## src/rtl/layer_sequencer.sv

```systemverilog
// layer_sequencer: launches NUM_STAGES active-low stage-run strobes at fixed cycle offsets after start.
//   clk, reset       : clock, synchronous active-high reset
//   start, abort     : launch request (IDLE/DONE only), return-to-IDLE (wins over start)
//   auto_restart     : sampled at completion, 1 reruns the sequence immediately
//   stage_run_n      : per-stage run strobe, low once launched
//   stage_idx        : number of stages launched in the current sequence
//   busy, done_flag  : RUN indicator, DONE indicator
//   done_pulse       : one-cycle pulse per completion
//   iter_cnt         : completed sequences since reset, wrapping
//   debug_cc         : current cycle counter
module layer_sequencer #(
    parameter int NUM_STAGES = 5,
    parameter int CC_W = 8,
    parameter logic [NUM_STAGES*CC_W-1:0] STAGE_CC = 40'h0B_060B_080F,
    parameter int OFFSET = 2,
    parameter int CNT_W = 7,
    parameter int ITER_W = 8,
    localparam int IDX_W = $clog2(NUM_STAGES + 1)
) (
    input  logic                  clk,
    input  logic                  reset,
    input  logic                  start,
    input  logic                  abort,
    input  logic                  auto_restart,
    output logic [NUM_STAGES-1:0] stage_run_n,
    output logic [IDX_W-1:0]      stage_idx,
    output logic                  busy,
    output logic                  done_flag,
    output logic                  done_pulse,
    output logic [ITER_W-1:0]     iter_cnt,
    output logic [CNT_W-1:0]      debug_cc
);
    // Launch cycle of stage i; i == NUM_STAGES gives the completion cycle.
    function automatic int launch_at(input int i);
        int s;
        s = OFFSET;
        for (int j = 0; j < i; j++) s += int'(STAGE_CC[j*CC_W +: CC_W]);
        return s;
    endfunction

    localparam int TOTAL = launch_at(NUM_STAGES);

    if (NUM_STAGES < 1 || TOTAL > 2**CNT_W - 1) begin : g_bad_params
        $error("layer_sequencer: NUM_STAGES < 1 or OFFSET + sum(STAGE_CC) exceeds CNT_W counter");
    end

    typedef enum logic [1:0] {IDLE, RUN, DONE} state_t;

    state_t                state_q, state_d;
    logic [CNT_W-1:0]      cc_q, cc_d;
    logic [NUM_STAGES-1:0] run_n_q, run_n_d, hit;
    logic [IDX_W-1:0]      idx_q, idx_d, n_hit;
    logic                  flag_q, flag_d, pulse_q, pulse_d;
    logic [ITER_W-1:0]     iter_q, iter_d;

    always_comb begin
        hit = '0;
        n_hit = '0;
        for (int i = 0; i < NUM_STAGES; i++) begin
            hit[i] = (cc_q == CNT_W'(launch_at(i)));
            n_hit = n_hit + IDX_W'(hit[i]);
        end
        state_d = state_q;
        cc_d = cc_q;
        run_n_d = run_n_q;
        idx_d = idx_q;
        flag_d = flag_q;
        pulse_d = 1'b0;
        iter_d = iter_q;
        if (abort) begin
            state_d = IDLE;
            cc_d = '0;
            run_n_d = '1;
            idx_d = '0;
            flag_d = 1'b0;
        end else if (state_q != RUN) begin
            if (start) begin
                state_d = RUN;
                cc_d = '0;
                run_n_d = '1;
                idx_d = '0;
                flag_d = 1'b0;
            end
        end else begin
            cc_d = cc_q + CNT_W'(1);
            run_n_d = run_n_q & ~hit;
            idx_d = idx_q + n_hit;
            if (cc_q == CNT_W'(TOTAL)) begin
                pulse_d = 1'b1;
                iter_d = iter_q + ITER_W'(1);
                if (auto_restart) begin
                    cc_d = '0;
                    run_n_d = '1;
                    idx_d = '0;
                end else begin
                    // Counter freezes at TOTAL; any stage launching at TOTAL still clears above.
                    state_d = DONE;
                    flag_d = 1'b1;
                    cc_d = cc_q;
                end
            end
        end
    end

    always_ff @(posedge clk) begin
        if (reset) begin
            state_q <= IDLE;
            cc_q <= '0;
            run_n_q <= '1;
            idx_q <= '0;
            flag_q <= 1'b0;
            pulse_q <= 1'b0;
            iter_q <= '0;
        end else begin
            state_q <= state_d;
            cc_q <= cc_d;
            run_n_q <= run_n_d;
            idx_q <= idx_d;
            flag_q <= flag_d;
            pulse_q <= pulse_d;
            iter_q <= iter_d;
        end
    end

    assign stage_run_n = run_n_q;
    assign stage_idx = idx_q;
    assign busy = (state_q == RUN);
    assign done_flag = flag_q;
    assign done_pulse = pulse_q;
    assign iter_cnt = iter_q;
    assign debug_cc = cc_q;
endmodule

```

## config.mk

```make
export PLATFORM = sky130hd
export DESIGN_NAME = layer_sequencer
export DESIGN_NICKNAME = d
export VERILOG_FILES = /design/src/rtl/layer_sequencer.sv
export SDC_FILE = /design/constraint.sdc
export NUM_CORES = 1
export LEC_CHECK = 0
export ABC_AREA = 0
export CORE_ASPECT_RATIO = 0.75
export CORE_MARGIN = 3
export CORE_UTILIZATION = 47
export CTS_BUF_LIST = sky130_fd_sc_hd__clkbuf_8
export CTS_CLUSTER_SIZE = 25
export DETAILED_ROUTE_END_ITERATION = 6
export GPL_TIMING_DRIVEN = 0
export MAX_ROUTING_LAYER = met4
export PLACE_DENSITY = 0.8
export SETUP_SLACK_MARGIN = 0.15
export SLEW_MARGIN = 10
export SYNTH_ARGS = -nofsm -noshare
export SYNTH_HDL_FRONTEND = slang
export SYNTH_SLANG_ARGS = --single-unit
```

## constraint.sdc

```tcl
create_clock -name clk -period 3.4 [get_ports clk]
set_input_delay 0.68 -clock clk [delete_from_list [all_inputs] [get_ports clk]]
set_output_delay 0.68 -clock clk [all_outputs]
set_load 0.05 [all_outputs]
```

# Yosys cells after proc, flatten, opt, wreduce, memory -nomap -nowiden
# Index checks and enable logic that the tools add are counted.
# totals
regBits,27
elab_cells,56
# classes
addsub,7
eq_ne,11
n_mux,21
n_bitwise,4
n_reduce_logical,6
# op_table
op,n
7-bit 2-to-1 mux,4
"7-bit by 6-bit == test with 1-bit output, second input constant",3
5-bit 2-to-1 mux,4
"7-bit by 5-bit == test with 1-bit output, second input constant",2
3-bit 2-to-1 mux,4
"8-bit by 1-bit adder with 8-bit output, second input constant",1
2-bit 2-to-1 mux,4
"7-bit by 1-bit adder with 7-bit output, second input constant",1
"7-bit by 2-bit == test with 1-bit output, second input constant",1
3-bit by 1-bit adder with 3-bit output,2
3-bit AND reduction,2
5-bit bitwise AND,1
1-bit 2-to-1 mux,5
5-bit inverter,1
"2-bit by 1-bit != test with 1-bit output, second input constant",2
2-bit by 1-bit adder with 3-bit output,1
3-bit adder,1
"3-bit != test, second input constant",1
3-bit OR reduction,1
1-bit by 1-bit adder with 2-bit output,1
"2-bit by 1-bit == test with 1-bit output, second input constant",1
"2-bit != test, second input constant",1
1-bit inverter,2
2-bit AND reduction,1
2 further kinds,2

# Logic depth before layout (Yosys ltp)
# Gate-level depths: netlist (run 1).
# depth
ltp_word,9
depth_mapped,16

# Least setup slack after synthesis (run 1)
# No wires, ideal clock.
# synth_path
path_kind,register -> register
from,register cc_q[1] (netlist: debug_cc[1])
to,register idx_q[2] (netlist: stage_idx[2])
setup_time_ns,0.134
arrival_time_ns,3.627
setup_slack_ns,-0.362
path_stages_with_launch,15
n_path_buf,0
path_cell_list,dfxtp_1 > ha_1 > or3b_2 > nor4_1 > fa_1 > inv_1 > fa_1 > inv_1 > ha_1 > inv_1 > fa_1 > xor2_1 > a21oi_1 > xnor2_1 > nor2_1
# synth_via
elab_chain_cells,9
# synth_rtl
item,line,text
from (decl),50,"logic [CNT_W-1:0] cc_q, cc_d;"
from (signal assigned),108,cc_q <= '0;
from (signal assigned),116,cc_q <= cc_d;
7-bit by 2-bit == test with 1-bit output or 7-bit by 5-bit == test with 1-bit output (tied branches),60,hit[i] = (cc_q == CNT_W'(launch_at(i)));
1-bit by 1-bit adder with 2-bit output,61,n_hit = n_hit + IDX_W'(hit[i]);
2-bit by 1-bit adder with 3-bit output,61,
3-bit by 1-bit adder with 3-bit output (2 in a row),61,
3-bit adder,87,idx_d = idx_q + n_hit;
3-bit 2-to-1 mux,91,if (auto_restart) begin
3-bit 2-to-1 mux (*),88,if (cc_q == CNT_W'(TOTAL)) begin
3-bit 2-to-1 mux (*),76,end else if (state_q != RUN) begin
to (signal assigned),118,idx_q <= idx_d;
to (decl),52,"logic [IDX_W-1:0] idx_q, idx_d, n_hit;"
# Mark *: on every way between the ends. The rest lies on a longest branch, timed or not.
# A chain may end at the register's enable or synchronous reset.

# Worst setup path in the final report (run 1)
# Ends and elaborated chain as after synthesis.

==> results of run 1 <==
-- layer usage --
layer / track usage / part of all wire
met4: 0.0777 / 0.012
met5: - / 0
met2: 0.330 / 0.45
met1: 0.301 / 0.46
met3: 0.0594 / 0.073
-- flip-flops by register name (all words and copies together), names as in the netlist --
| register | flops |
|---|---|
| state_q | 2 |
| debug_cc | 7 |
| stage_run_n | 5 |
| iter_cnt | 8 |
| stage_idx | 3 |
| done_pulse | 1 |
-- area by class of cell --
type / instances / area [sq um]
buffer: 5 / 41.3
clock buffer: 4 / 55.1
multi-input combinational: 111 / 863
fill: 197 / 753
timing repair buffer: 38 / 364
tap: 36 / 45.0
inverter: 11 / 46.3
sequential: 26 / 534
-- cell usage after synthesis (2+ instances only) --
cell and number:
a21o_1 2, a21oi_1 8, a22oi_1 3, dfxtp_1 26, fa_1 3, ha_1 7
inv_1 11, nand2_1 7, nand2b_1 4, nand3_1 7, nand4b_1 2, nor2_1 17
nor3_1 2, o21ai_0 9, o31ai_1 5, or2_2 2, or3_1 2, or3_2 2
or4_1 5, xnor2_1 3, xor2_1 4
-- power by group --
group	switching, W	total (W)	internal (W)
sequential	0.00000107	0.000304	0.000303
combinational	0.0000224	0.0000340	0.0000116
clock	0.0000992	0.000203	0.000104
-- cells by family (layout without fill, tap and decap cells) --
group,count (synthesis),in the layout,synth area share
AO/OA/AOI/OAI,32,32,0.142
XOR/XNOR,7,7,0.0442
adder cells (fa/ha/maj),10,10,0.106
buffers and inverters,16,58,0.0595
flip-flops,26,26,0.375
multiplexers,1,1,0.00721
AND/OR/NAND/NOR,61,61,0.266
-- placed cells by master (no fill, tap or decap), types with 2 or more instances in the layout --
master and instances:
o31ai_1 5, nand3_1 7, inv_2 3, a22oi_1 2, nor2_1 16, dfxtp_4 3
nor3_1 2, ha_1 4, fa_1 2, or3_1 2, dfxtp_2 2, xor2_1 4
o21ai_0 9, nand4b_1 2, clkbuf_8 5, ha_4 2, or3_2 2, a21oi_1 7
or2_2 2, clkdlybuf4s50_1 30, or4_1 4, xnor2_1 3, buf_4 8, nand2_1 6
a21o_1 2, inv_1 6, nand2b_1 4, inv_4 2, buf_6 2, dfxtp_1 21
-- final timing paths --
kind | from | end | slack, ps | cells past startpoint
min | stage_run_n[2] | stage_run_n[2] | 470 | 1
max reg2reg | debug_cc[1] | stage_idx[2] | 120 | 15
min reg2reg | stage_run_n[2] | stage_run_n[2] | 470 | 1
max | debug_cc[1] | stage_idx[2] | 120 | 15
-- per-stage QoR --
| step | util | hold slack [ps] | total power, W | setup TNS (ps) |
|---|---|---|---|---|
| after floorplan | - | 497 | 0.000328 | 0 |
| after global placement | 0.668 | 436 | 0.000342 | 0 |
| after detailed placement | 0.668 | 456 | 0.000342 | -10.8 |
| after CTS | 0.708 | 475 | 0.000544 | 0 |
| after global routing | 0.721 | 499 | 0.000559 | -10.3 |
| final | 0.721 | 468 | 0.000541 | 0 |
-- what timing repair did --
item	4_1_cts	5_1_grt
pin swaps	6	6
hold buffers	0	0
gates resized for setup	4	7
endpoints found under the setup margin	2	2
gates cloned	0	0
buffers inserted	6	2
==> flow_summary_export.csv, run 1 <==
group,metric,value,unit
clocking,clock-sinks,26,
timing,slew_violations,0,
power_and_ir_drop,leakagePower,0.688,nW
setup_path,critPathBufInv,4,
timing,finalCritPeriodShare,0.965,
routing,wl,3590,microns
routing,wl_per_cell,15.6,microns
clocking,cts-root-buf,"clkbuf_8",
final_layout,final_layout_size_suffix_gt1_frac,0.241,
global_routing,grt_pass1_wl,5870,microns
timing,setup_viol,0,
setup_path,end_kind,"flip-flop",
power_and_ir_drop,ir_drop,199,uV
routing,drt_iter0_markers,94,
final_layout,final_area,1950,sq um
die,die-height,53.1,microns
logic_synthesis,synth_area,1390,sq um
setup_path,crit_type,"flip-flop to flip-flop",
routing,via_per_inst,5.68,
final_layout,antennaDiodeCount,0,
logic_synthesis,synth_edf_count,0,
setup_path,worstPathMaxFanout,2,
die,io_pins,31,
place,dp_slack,-10.8,ps
timing,hold_viol_final,0,
clocking,clk_latency,270,ps
global_routing,antenna_found_initial,0,
worst_hold_path,hold_path_class,"flip-flop to flip-flop",
global_routing,grt_use_total,0.225,
die,start_util,0.513,
clocking,cts_max_level,1,
clocking,clockBufferDepth,2,
logic_synthesis,synth_largest_area_cell,"dfxtp_1",
timing,worst_slack,121,ps
setup_path,required,3540,ps
logic_synthesis,synthArstFlopShare,0,
final_layout,area.growth.synth_to_final,40.5,%
place,placed_cell_area,1800,sq um
setup_path,arrival,3420,ps
logic_synthesis,synth_seq_cells,26,
clocking,cts_tree,"yes",
logic_synthesis,syn_nets,168,
power_and_ir_drop,p_per_area,277,nW/um^2
place,dp_hpwl,2630,microns
job,drv_cap,0,
global_routing,gr-total-overflow,0,
outcome,status,"complete, no violations",
clocking,clk_pin_slew_worst_paths,90,ps
final_layout,nets,211,
routing,firstDrtPassIters,4,
routing,vias,1312,
setup_path,crit_family,"adder cells",
setup_path,cp_slowest_cell,"fa_1",
global_routing,grt_pass1_vias,1238,
timing,final.setup_skew,2.68,ps
setup_path,worstPathCellList,"buf_6 > ha_4 > or3b_4 > nor4_4 > fa_1 > inv_2 > fa_1 > inv_1 > ha_2 > inv_2 > fa_2 > xor2_1 > a21oi_2 > xnor2_1 > nor2_1",
logic_synthesis,ys_types,43,
die,fp-row-count,16,
timing,max-slew-margin-rel,0.477,
timing,worstMarginPinSlew,782,ps
global_routing,grt_max_degree,15,
timing,layout_min_cycle_time,3280,ps
timing,fmax,305,MHz
place,place_congestion,0.916,
final_layout,stdcell_count,231,
logic_synthesis,ys.flop_type,"dfxtp_1",
clocking,cts_buffers,3,
timing,rsz0062_at_grt,"yes",
logic_synthesis,synth_top_area_frac,0.375,
routing,ant_nets,0,
setup_path,start_kind,"flip-flop",
logic_synthesis,synth_area_per_cell,9.07,sq um
place,io_buffers,30,
place,dp_cells,219,
logic_synthesis,yosysWarnings,0,
logic_synthesis,yosysSeqAreaShare,0.375,
die,dieArea,3650,sq um
setup_path,slowest_delay,460,ps
logic_synthesis,ys_top_cells_by_area,"dfxtp_1, ha_1, nor2_1",
logic_synthesis,syn-instance-count,153,
die,die_x,68.7,microns
die,coreArea,2700,sq um
routing,drc,0,
No activity file was read; power rests on OpenSTA's default activity.
==> run 2, diff against run 1 <==
--- a/config.mk
+++ b/config.mk
@@ -13,8 +13,9 @@
 export CTS_CLUSTER_SIZE = 25
 export DETAILED_ROUTE_END_ITERATION = 6
 export GPL_TIMING_DRIVEN = 0
+export HOLD_SLACK_MARGIN = 0.1
 export MAX_ROUTING_LAYER = met4
-export PLACE_DENSITY = 0.8
+export PLACE_DENSITY = 0.78
 export SETUP_SLACK_MARGIN = 0.15
 export SLEW_MARGIN = 10
 export SYNTH_ARGS = -nofsm -noshare
==> run 2 against run 1 <==
Global-route usage up 0.34 points. Combinational power about the same. Worst hold slack better by 1.2 ps. Routed wire length down 0.45%. Cell count up 0.43%. Clock power up 29%. Sequential cell count unchanged. Power up 11%. Worst setup slack worse by 55 ps. Register-to-register slack worse by 50 ps. Non-clock buffer count up 1. Critical endpoint unchanged. Largest cell class unchanged. Largest power group unchanged. Highest routed layer unchanged.
==> flow_summary_export.csv, run 2 (same netlist as run 1, synthesis figures left out) <==
group,metric,value,unit
outcome,status,"complete, no violations",
timing,worstMarginPinSlew,817,ps
timing,worst_hold_slack,469,ps
place,io_buffers,30,
global_routing,gr-total-overflow,0,
clocking,clk_latency,280,ps
routing,via_per_inst,5.78,
place,dp_cells,219,
global_routing,grt_pass1_vias,1282,
timing,max-slew-margin-rel,0.454,
clocking,clock-sinks,26,
setup_path,start_kind,"flip-flop",
die,start_util,0.513,
die,dieArea,3650,sq um
final_layout,final_layout_size_suffix_gt1_frac,0.230,
setup_path,endpoint,"stage_idx[2]",
job,drv_cap,0,
timing,slew_violations,0,
die,die-height,53.1,microns
timing,fmax,300,MHz
power_and_ir_drop,leakagePower,0.692,nW
clocking,clk_pin_slew_worst_paths,90,ps
routing,wl,3580,microns
routing,drc,0,
routing,wl_per_cell,15.4,microns
setup_path,required,3550,ps
setup_path,r2r_slack,70,ps
final_layout,area.growth.synth_to_final,41.7,%
final_layout,final_area,1970,sq um
final_layout,largest_reg_flops,8,
setup_path,crit_type,"flip-flop to flip-flop",
die,die_x,68.7,microns
clocking,cts_tree,"yes",
final_layout,antennaDiodeCount,0,
timing,rsz0062_at_grt,"yes",
global_routing,antenna_found_initial,0,
timing,finalCritPeriodShare,0.981,
routing,ant_nets,0,
clocking,cts-root-buf,"clkbuf_8",
power_and_ir_drop,p_per_area,304,nW/um^2
place,placed_cell_area,1800,sq um
final_layout,final_common_cell,"clkdlybuf4s50_1",
timing,layout_min_cycle_time,3330,ps
timing,setup_viol,0,
setup_path,worstReg2RegStart,"debug_cc[1]",
timing,final.setup_skew,2.19,ps
setup_path,cp-startpoint,"debug_cc[1]",
global_routing,grt_pass1_wl,5980,microns
place,place_congestion,0.884,
timing,hold_viol_final,0,
power_and_ir_drop,ir_drop,232,uV
setup_path,worstPathMaxFanout,3,
place,dp_hpwl,2620,microns
worst_hold_path,hold_path_class,"flip-flop to flip-flop",
setup_path,arrival,3480,ps
timing,tns,0,ps
clocking,cts_buffers,3,
power_and_ir_drop,finalPower,0.000598,W
routing,vias,1340,
clocking,cts_max_level,1,
global_routing,grt_max_degree,16,
die,coreArea,2700,sq um
worst_hold_path,hold_depth,2,
die,fp-row-count,16,
final_layout,layout_common_cells,"clkdlybuf4s50_1, dfxtp_1, nor2_1",
setup_path,reg2reg_to,"stage_idx[2]",
routing,firstDrtPassIters,4,
routing,drt_iter0_markers,86,
final_layout,stdcell_count,232,
clocking,clockBufferDepth,2,
global_routing,grt_use_total,0.229,
setup_path,reg2reg_depth,15,
setup_path,end_kind,"flip-flop",
final_layout,nets,212,
die,io_pins,31,
==> run 2: cell types whose count changed in the layout (fill, tap and decap cells not counted) <==
cell	delta
buf_4	+1
clkbuf_8	-1
nand2_4	-1
nand2_2	+1
inv_1	+2
ha_2	-1
inv_2	-2
bufinv_16	+1
ha_1	+1
==> run 2: cell type report <==
class	count	area (sq um)
clock inverter	1	30.0
fill	209	737
inverter	11	46.3
multi-input combinational	111	856
buffer	5	41.3
sequential	26	534
timing repair buffer	39	372
tap	36	45.0
clock buffer	3	41.3
==> run 2: how the worst min path moves through the flow <==
stage,startpoint,end,slack (ps)
floorplan,state_q[0],state_q[0],500
global placement,stage_run_n[0],stage_run_n[0],430
detailed placement,stage_run_n[2],stage_run_n[2],450
CTS,stage_run_n[2],stage_run_n[2],470
global route,stage_run_n[2],stage_run_n[2],500
finish,stage_run_n[1],stage_run_n[1],470
==> run 2: repair_timing <==
action / 4_1_cts / 5_1_grt
hold endpoints to repair: 0 / 0
pin swaps: 8 / 4
setup endpoints to repair: 2 / 2
setup buffers: 8 / 1
resized for setup: 5 / 2
hold buffers: 0 / 0
==> run 2: power by group <==
part / internal (W) / switching [W]
combinational: 0.0000116 / 0.0000222
sequential: 0.000303 / 0.000000944
clock: 0.000158 / 0.000103
==> run 2: metrics by stage <==
stage | setup WS, ps | utilization
finish | 66.0 | 0.727
global route | -47.9 | 0.727
CTS | 43.3 | 0.721
detailed placement | -17.2 | 0.668
global placement | 34.9 | 0.668
floorplan | 123 | -
==> run 2: worst max-delay path: stages (launching register included) <==
cell	delay [ps]
dfxtp_4	380
buf_6	110
ha_4	110
or3b_4	390
nor4_4	200
fa_1	470
inv_2	70
fa_1	420
inv_1	70
ha_1	140
inv_1	50
fa_2	330
xor2_1	160
a21oi_2	120
xnor2_1	130
nor2_1	50
==> run 2: metal layers <==
metal	share of wire	global-route usage	vias up
met1	0.47	0.304	641
li1	-	-	632
met4	0.017	0.0906	0
met5	0	-	-
met2	0.44	0.330	56
met3	0.072	0.0616	11
==> run 3, diff against run 2 <==
--- a/config.mk
+++ b/config.mk
@@ -6,7 +6,7 @@
 export NUM_CORES = 1
 export LEC_CHECK = 0
 export ABC_AREA = 0
-export CORE_ASPECT_RATIO = 0.75
+export CORE_ASPECT_RATIO = 1.25
 export CORE_MARGIN = 3
 export CORE_UTILIZATION = 47
 export CTS_BUF_LIST = sky130_fd_sc_hd__clkbuf_8
@@ -15,7 +15,7 @@
 export GPL_TIMING_DRIVEN = 0
 export HOLD_SLACK_MARGIN = 0.1
 export MAX_ROUTING_LAYER = met4
-export PLACE_DENSITY = 0.78
+export PLACE_DENSITY = 0.86
 export SETUP_SLACK_MARGIN = 0.15
 export SLEW_MARGIN = 10
 export SYNTH_ARGS = -nofsm -noshare
==> run 3 against run 2 <==
Clock power shrank 26%. Sequential share of layout area rose by 0.17 points. Sequential cell count did not move. First-iteration DRC count is 29% lower. Maximum frequency shrank 0.87%. Worst hold slack better by 1.6 ps. Non-clock buffer count rose by 1. Worst setup slack got worse by 29 ps. Final area shrank 0.64%. Clock skew is 1.8 ps higher. Die area about the same. Routed wire length shrank 3.7%. Critical endpoint unchanged.
==> flow_summary_export.csv, run 3 (same netlist as run 1, synthesis figures left out) <==
group,metric,value,unit
timing,final.setup_skew,4.02,ps
clocking,clk_pin_slew_worst_paths,90,ps
worst_hold_path,min-delay-start,"stage_run_n[0]",
timing,finalCritPeriodShare,0.989,
timing,tns,0,ps
final_layout,stdcell_count,231,
final_layout,antennaDiodeCount,0,
final_layout,layout_common_cells,"clkdlybuf4s50_1, dfxtp_1, nor2_1",
die,fp-row-count,21,
setup_path,reg2reg_to,"stage_idx[2]",
setup_path,arrival,3500,ps
place,dp_hpwl,2490,microns
clocking,cts_tree,"yes",
setup_path,crit_type,"flip-flop to flip-flop",
place,place_congestion,0.883,
power_and_ir_drop,leakagePower,0.681,nW
clocking,hold_buffers,0,
timing,rsz0062_at_grt,"yes",
clocking,clockBufferDepth,2,
global_routing,grt_use_total,0.213,
routing,wl,3450,microns
routing,ant_nets,0,
die,io_pins,31,
global_routing,antenna_found_initial,0,
final_layout,final_common_cell,"clkdlybuf4s50_1",
timing,slew_violations,0,
setup_path,worstPathMaxFanout,2,
routing,firstDrtPassIters,5,
global_routing,grt_pass1_wl,5640,microns
setup_path,r2r_slack,40,ps
timing,max-slew-margin-rel,0.542,
setup_path,start_kind,"flip-flop",
setup_path,cp-startpoint,"debug_cc[1]",
final_layout,largest_reg_flops,8,
clocking,cts_max_level,1,
routing,wl_met1,1400,microns
die,coreArea,2760,sq um
outcome,status,"complete, no violations",
routing,met3_length,223,microns
place,dp_cells,217,
die,dieArea,3640,sq um
final_layout,final_area,1950,sq um
job,drv_cap,0,
final_layout,num-fill-cells,212,
routing,via_per_inst,5.86,
setup_path,worstReg2RegStart,"debug_cc[1]",
routing,wl_met2,1670,microns
routing,wl_per_cell,14.9,microns
timing,layout_min_cycle_time,3360,ps
place,placed_cell_area,1800,sq um
worst_hold_path,min_to,"stage_run_n[0]",
timing,fmax,297,MHz
place,io_buffers,30,
routing,drt_iter0_markers,61,
global_routing,grt_max_degree,15,
global_routing,grt_pass1_vias,1310,
clocking,clk_latency,260,ps
worst_hold_path,hold_depth,1,
setup_path,reg2reg_depth,15,
setup_path,end_kind,"flip-flop",
final_layout,nets,213,
timing,hold_viol_final,0,
routing,vias,1354,
final_layout,fin_util,0.708,
clocking,cts_buffers,3,
final_layout,final_layout_size_suffix_gt1_frac,0.244,
timing,setup_viol,0,
routing,drc,0,
clocking,clock-sinks,26,
die,die-height,66.8,microns
final_layout,area.growth.synth_to_final,40.8,%
clocking,cts-root-buf,"clkbuf_8",
timing,worstMarginPinSlew,682,ps
global_routing,gr-total-overflow,0,
worst_hold_path,hold_path_class,"flip-flop to flip-flop",
power_and_ir_drop,p_per_area,271,nW/um^2
setup_path,required,3530,ps
die,die_x,54.6,microns
die,start_util,0.503,
power_and_ir_drop,ir_drop,155,uV
routing,routed.top_layer,"met4",
-- run 3: cell count changes in the layout (fill, tap and decap cells not counted) --
| cell | before | now |
|---|---|---|
| inv_1 | 8 | 6 |
| inv_2 | 1 | 3 |
| a21oi_1 | 7 | 8 |
| a21oi_2 | 1 | 0 |
| buf_4 | 9 | 10 |
| bufinv_16 | 1 | 0 |
| clkbuf_8 | 4 | 5 |
| ha_1 | 5 | 4 |
| ha_2 | 0 | 1 |
-- run 3: layer usage --
metal / track usage / vias to the layer above
li1: - / 636
met1: 0.264 / 627
met2: 0.340 / 72
met3: 0.0268 / 19
met4: 0.0872 / 0
met5: - / -
-- run 3: where the power goes --
group / switching [W] / total [W] / internal [W]
clock network: 0.0000893 / 0.000193 / 0.000103
registers: 0.00000107 / 0.000304 / 0.000303
logic: 0.0000208 / 0.0000323 / 0.0000115
total: 0.000111 / 0.000529 / 0.000418
-- run 3: worst max-delay path by stage --
stage	endpoint	slack, ps	cells after the start
floorplan	stage_idx[2]	120	15
global placement	stage_idx[2]	60	15
detailed placement	stage_idx[2]	10	15
CTS	stage_idx[2]	70	15
global route	stage_idx[2]	-110	15
finish	stage_idx[2]	40	15
-- run 3: per-stage QoR --
stage	power (W)	hold WS (ps)	setup WS (ps)
global placement	0.000341	437	56.3
CTS	0.000535	475	68.9
floorplan	0.000328	497	123
finish	0.000529	470	36.7
detailed placement	0.000341	454	10.2
global route	0.000551	502	-114
-- run 3: area by class of cell --
class,instances,area (sq um),area share
well taps,34,42.5,0.0218
clock buffers,4,55.1,0.0282
flip-flops and latches,26,534,0.274
plain buffers,5,41.3,0.0211
inverters,11,46.3,0.0237
repair buffers,40,379,0.194
multi-input cells,111,855,0.438
-- run 3: repair_timing --
action | in CTS | in global routing
endpoints found under the setup margin | 2 | 2
setup buffers | 7 | 3
pin swaps | 5 | 5
resized for setup | 3 | 6
-- run 3: worst max-delay path, stage by stage (launching register included) --
cell and delay [ps]:
dfxtp_4 370, buf_6 110, ha_4 100, or3b_4 380, nor4_4 260, fa_1 470
inv_2 70, fa_1 370, inv_1 70, ha_2 170, inv_2 40, fa_2 320
xor2_1 140, a21oi_1 160, xnor2_1 140, nor2_1 50
